<file path="config.mk">
export PLATFORM = sky130hd
export DESIGN_NAME = spi_rx_arbiter
export DESIGN_NICKNAME = d
export VERILOG_FILES = /design/src/rtl/spi_rx_arbiter.sv
export SDC_FILE = /design/constraint.sdc
export NUM_CORES = 1
export LEC_CHECK = 0
export ABC_AREA = 1
export CELL_PAD_IN_SITES_DETAIL_PLACEMENT = 0
export CELL_PAD_IN_SITES_GLOBAL_PLACEMENT = 1
export CORE_ASPECT_RATIO = 0.8
export CORE_MARGIN = 4
export CORE_UTILIZATION = 33
export CTS_CLUSTER_DIAMETER = 80
export DETAILED_ROUTE_END_ITERATION = 7
export PLACE_DENSITY = 0.93
export SLEW_MARGIN = 30
export SYNTH_ARGS = -nofsm -noshare
export SYNTH_HDL_FRONTEND = slang
export SYNTH_SLANG_ARGS = --single-unit
</file>
<file path="constraint.sdc">
create_clock -name aclk -period 5.7 [get_ports aclk]
set_clock_uncertainty 0.2 [all_clocks]
set_input_delay 1.71 -clock aclk [delete_from_list [all_inputs] [get_ports aclk]]
set_output_delay 1.71 -clock aclk [all_outputs]
set_load 0.005 [all_outputs]
</file>
<file path="src/rtl/spi_rx_arbiter.sv">
// spi_rx_arbiter: round-robin merge of NUM_CH word streams onto one AXI-Stream port.
// Each grant forwards a burst of up to BURST_LEN words tagged with the channel id.
// The newest accepted word waits in a hold register until the burst end is known,
// so tlast can be attached to it. A stalled channel is closed out after TIMEOUT cycles.
module spi_rx_arbiter #(
   parameter int unsigned DATA_W    = 32,
   parameter int unsigned CH_W      = 2,
   parameter int unsigned BURST_LEN = 4,
   parameter int unsigned TIMEOUT   = 64
) (
   input  logic                             aclk,
   input  logic                             areset,
   input  logic [(1<<CH_W)*DATA_W-1:0]      s_tdata,
   input  logic [(1<<CH_W)-1:0]             s_tvalid,
   output logic [(1<<CH_W)-1:0]             s_tready,
   output logic [DATA_W-1:0]                m_tdata,
   output logic [CH_W-1:0]                  m_tuser,
   output logic                             m_tvalid,
   output logic                             m_tlast,
   input  logic                             m_tready,
   output logic                             busy,
   output logic                             trunc,
   output logic [15:0]                      burst_cnt
);

   localparam int unsigned NUM_CH = 1 << CH_W;
   localparam int unsigned TMR_W  = $clog2(TIMEOUT);
   localparam int unsigned BEAT_W = $clog2(BURST_LEN + 1);

   typedef enum logic [1:0] {StIdle, StBurst, StFlush} state_e;

   state_e              state_q, state_d;
   logic [CH_W-1:0]     rr_ptr_q, rr_ptr_d;
   logic [CH_W-1:0]     grant_q, grant_d;
   logic [BEAT_W-1:0]   beat_q, beat_d;
   logic [TMR_W-1:0]    timer_q, timer_d;
   logic                hold_v_q, hold_v_d;
   logic [DATA_W-1:0]   hold_data_q, hold_data_d;
   logic [CH_W-1:0]     hold_id_q, hold_id_d;
   logic                o_valid_q, o_valid_d;
   logic [DATA_W-1:0]   o_data_q, o_data_d;
   logic [CH_W-1:0]     o_id_q, o_id_d;
   logic                o_last_q, o_last_d;
   logic [15:0]         burst_cnt_q, burst_cnt_d;

   logic                o_free;
   logic                accept;
   logic [DATA_W-1:0]   sel_data;
   logic [CH_W-1:0]     rr_grant;
   logic [CH_W-1:0]     rr_idx;

   assign o_free = !o_valid_q || m_tready;

   // Round-robin pick: first valid channel at or after rr_ptr, wrapping upward.
   always_comb begin
      rr_grant = rr_ptr_q;
      rr_idx   = '0;
      for (int i = NUM_CH - 1; i >= 0; i--) begin
         rr_idx = rr_ptr_q + CH_W'(i);
         if (s_tvalid[rr_idx]) rr_grant = rr_idx;
      end
   end

   // Select the granted channel's word.
   always_comb begin
      sel_data = '0;
      for (int i = 0; i < NUM_CH; i++) begin
         if (grant_q == CH_W'(i)) sel_data = s_tdata[i*DATA_W +: DATA_W];
      end
   end

   // Only the granted channel sees ready, and only while H can drain into O.
   always_comb begin
      s_tready = '0;
      if (state_q == StBurst) s_tready[grant_q] = !hold_v_q || o_free;
   end

   assign accept = s_tvalid[grant_q] && s_tready[grant_q];

   // Next-state, hold/output register loads and timeout handling.
   always_comb begin
      state_d     = state_q;
      rr_ptr_d    = rr_ptr_q;
      grant_d     = grant_q;
      beat_d      = beat_q;
      timer_d     = timer_q;
      hold_v_d    = hold_v_q;
      hold_data_d = hold_data_q;
      hold_id_d   = hold_id_q;
      o_valid_d   = o_valid_q && !m_tready;
      o_data_d    = o_data_q;
      o_id_d      = o_id_q;
      o_last_d    = o_last_q;
      burst_cnt_d = burst_cnt_q;
      trunc       = 1'b0;

      unique case (state_q)
         StIdle: begin
            if (|s_tvalid) begin
               grant_d = rr_grant;
               beat_d  = '0;
               timer_d = '0;
               state_d = StBurst;
            end
         end
         StBurst: begin
            if (accept) begin
               // Previous word is no longer the last one: release it without tlast.
               if (hold_v_q) begin
                  o_valid_d = 1'b1;
                  o_data_d  = hold_data_q;
                  o_id_d    = hold_id_q;
                  o_last_d  = 1'b0;
               end
               hold_v_d    = 1'b1;
               hold_data_d = sel_data;
               hold_id_d   = grant_q;
               beat_d      = beat_q + BEAT_W'(1);
               timer_d     = '0;
               if (beat_q == BEAT_W'(BURST_LEN - 1)) state_d = StFlush;
            end else if (timer_q == TMR_W'(TIMEOUT - 1)) begin
               if (hold_v_q) begin
                  trunc   = 1'b1;
                  state_d = StFlush;
               end else begin
                  rr_ptr_d = grant_q + CH_W'(1);
                  state_d  = StIdle;
               end
            end else begin
               timer_d = timer_q + TMR_W'(1);
            end
         end
         StFlush: begin
            if (o_free) begin
               o_valid_d   = 1'b1;
               o_data_d    = hold_data_q;
               o_id_d      = hold_id_q;
               o_last_d    = 1'b1;
               hold_v_d    = 1'b0;
               rr_ptr_d    = grant_q + CH_W'(1);
               burst_cnt_d = burst_cnt_q + 16'd1;
               state_d     = StIdle;
            end
         end
         default: state_d = StIdle;
      endcase
   end

   // State and datapath registers with synchronous reset.
   always_ff @(posedge aclk) begin
      if (areset) begin
         state_q     <= StIdle;
         rr_ptr_q    <= '0;
         grant_q     <= '0;
         beat_q      <= '0;
         timer_q     <= '0;
         hold_v_q    <= 1'b0;
         hold_data_q <= '0;
         hold_id_q   <= '0;
         o_valid_q   <= 1'b0;
         o_data_q    <= '0;
         o_id_q      <= '0;
         o_last_q    <= 1'b0;
         burst_cnt_q <= '0;
      end else begin
         state_q     <= state_d;
         rr_ptr_q    <= rr_ptr_d;
         grant_q     <= grant_d;
         beat_q      <= beat_d;
         timer_q     <= timer_d;
         hold_v_q    <= hold_v_d;
         hold_data_q <= hold_data_d;
         hold_id_q   <= hold_id_d;
         o_valid_q   <= o_valid_d;
         o_data_q    <= o_data_d;
         o_id_q      <= o_id_d;
         o_last_q    <= o_last_d;
         burst_cnt_q <= burst_cnt_d;
      end
   end

   assign m_tdata   = o_data_q;
   assign m_tuser   = o_id_q;
   assign m_tvalid  = o_valid_q;
   assign m_tlast   = o_last_q;
   assign busy      = (state_q != StIdle);
   assign burst_cnt = burst_cnt_q;

endmodule

</file>
==> metrics <==
R2R setup slack 2.46 ns; Core Region 16,600 um2; syn_area_per_cell 6.35 um2; commonest non-fill, non-tap cell in the layout nand2_1; maximum net fanout on the critical path 8; Layout Area Growth over Synthesis 41.3%; CP Class in -> out; CTS tree done; H-Tree Depth 3; number of synthesized register bits 102; vias in the first global route 5,245; largest net degree at the start of global routing 72; Worst-path clk slew 0.06 ns; Critical Path Sink trunc; fmax 0.185 GHz; Slew @ Worst Pin 0.886 ns; grt ovf 0; final worst path period share 95.0%; Mapped Area 5580 um2; ys async rst share 0%; Cell Area, Placed 7590 um2; Starting DRT DRC Count 347; Slew headroom 40.9%; Resized cells post-CTS 0; fin util 47.7%; reg2reg end m_tdata[15]; crit-path cells clkdlybuf4s50_1 -> inv_1 -> nand3_2 -> nand3b_1 -> nand3_2 -> nand2_4 -> nand2_1 -> nor2_1 -> clkdlybuf4s50_1; Hold Fails Final Rpt 0; Worst setup startpoint m_tready; Critical Path RT 3.79 ns; Cells after Synth 879; DR vias 5,781; hold crit path type reg -> reg; Final Max Slew Viols 0; Worst Setup Slack, final 0.286 ns; global-route wire length before repair 27.3 mm; Power Total 0.00371 W; Netlist cell types 28; Final nets 1,184; hold buffers post-CTS 0; Die ar. 19,100 um2; Leakage 3.23 nW; input/output buffers 192; Antenna Cells 0; hpwl dp 13.0 mm; # Max-Cap Violations 0; Detailed Route WL 17.3 mm; number of buffers created by CTS 9; final setup TNS 0 ns; setup slack at placement 0.301 ns; Sink Count 102; Die Ht 124 um; Setup Buffers After CTS 0; worst reg2reg path depth 16; Ys Warns 0; clk_lat worst skew 0.35 ns; peak supply drop 172 uV; Tot GR Track Use 17.5%; type of origin of the critical path input port; layout cell share with drive strength beyond 1 3.65%; WL/cell 13.7 um; most frequent cells in the layout nand2_1, clkdlybuf4s50_1, nor2_1; Final ANT Viol Nets 0; RSZ-0062 raised after global routing false; Ports 193; CTS max path bufs 2; Power Density 470 nW/um2; CP max stage cell clkdlybuf4s50_1; Crit. End Element output port; initial antenna violation count 0; DR DRC count 0; worst r2r src grant_q[1]; Die Width 153 um; syn_nets 1,025; Worst EP arrival 3.50 ns; predominant post-synthesis flop cell dfxtp_1; status completed; vias per cell 4.58; max incr delay on CP 0.52 ns; Post-synth EDFFs 0; # fillers 1,709; row cnt 42; Root Buffer clkbuf_16; sequential area share after synthesis 36.6%; Final setup viols 0; GPL Wtd Cong 0.849; Initial Utilization 33.7%; min cycle time layout 5.41 ns; drt pass-1 iters 4; post-route cell area 7890 um2
cell usage after synthesis (2+ instances only):
library cell	n	share of area, %
inv_2	3	0.20
buf_6	8	1.6
a21oi_1	82	7.3
nand3b_1	2	0.27
xor2_1	3	0.47
buf_2	12	1.1
o21bai_1	3	0.40
o21ai_1	14	1.3
clkbuf_1	29	1.9
nand2_1	220	15
nand2_4	2	0.40
nand3_2	3	0.54
nor3_1	6	0.54
buf_1	2	0.13
nand4_1	4	0.45
inv_1	91	6.1
nand2_2	3	0.34
ha_1	11	2.5
nor2_1	110	7.4
o21ai_0	107	9.6
nand3_1	56	5.0
dfxtp_1	102	37
worst max-delay path, delay by kind of cell:
family,cells,cell delay [ns]
AND/OR/NAND/NOR,6,0.76
buffers and inverters,3,1.04
layout make-up:
class	instances	area, um2	area share, %
multi-input cells	632	2930	37.1
flip-flops and latches	102	2040	25.9
repair buffers	199	2000	25.3
inverters	94	353	4.47
well taps	220	275	3.49
clock buffers	10	239	3.03
clock inverters	5	58.8	0.745
where the power goes:
group / switching (W) / internal, W / total, W / leakage, nW
Sequential: 0.000129 / 0.000975 / 0.00110 / 0.834
Clock: 0.000269 / 0.000351 / 0.000620 / 0.141
Combinational: 0.00118 / 0.000802 / 0.00198 / 2.26
layer usage:
| layer | track usage, % | vias up | routed length, um |
|---|---|---|---|
| met5 | 0 | - | 0 |
| met4 | 4.21 | 0 | 167 |
| met3 | 4.62 | 10 | 1010 |
| met2 | 27.4 | 146 | 7500 |
| met1 | 24.3 | 2505 | 8640 |
| li1 | - | 3120 | - |
per-stage QoR:
stage / hold slack [ns] / cells
after global routing: 0.274 / 1262
after detailed placement: 0.241 / 1247
after global placement: 0.238 / 1247
after floorplan: 0.230 / 879
after CTS: 0.252 / 1262
final: 0.251 / 1262
worst min path at each step:
stage                     from               to  slack, ns  depth (start not counted)
5_1_grt        hold_data_q[23]  hold_data_q[23]       0.27                          2
3_3_place_gp   hold_data_q[16]  hold_data_q[16]       0.24                          2
3_5_place_dp    hold_data_q[8]   hold_data_q[8]       0.24                          2
4_1_cts         hold_data_q[8]   hold_data_q[8]       0.25                          2
2_1_floorplan  hold_data_q[15]  hold_data_q[15]       0.23                          2
6_report       hold_data_q[13]  hold_data_q[13]       0.25                          2
flip-flops by register name (all words and copies together) (netlist names):
signal	flops
beat_q	3
m_tuser	2
timer_q	6
hold_id_q	2
m_tlast	1
state_q	2
m_tvalid	1
rr_ptr_q	2
m_tdata	32
hold_data_q	32
hold_v_q	1
burst_cnt	16
grant_q	2
logic make-up after synthesis:
logic type               share of synthesized area, %
AO/OA/AOI/OAI                                    19.0
XOR/XNOR                                        0.627
adder cells (fa/ha/maj)                          2.46
buffers and inverters                            11.1
flip-flops                                       36.6
AND/OR/NAND/NOR                                  30.2
No activity file was read; power rests on OpenSTA's default activity.
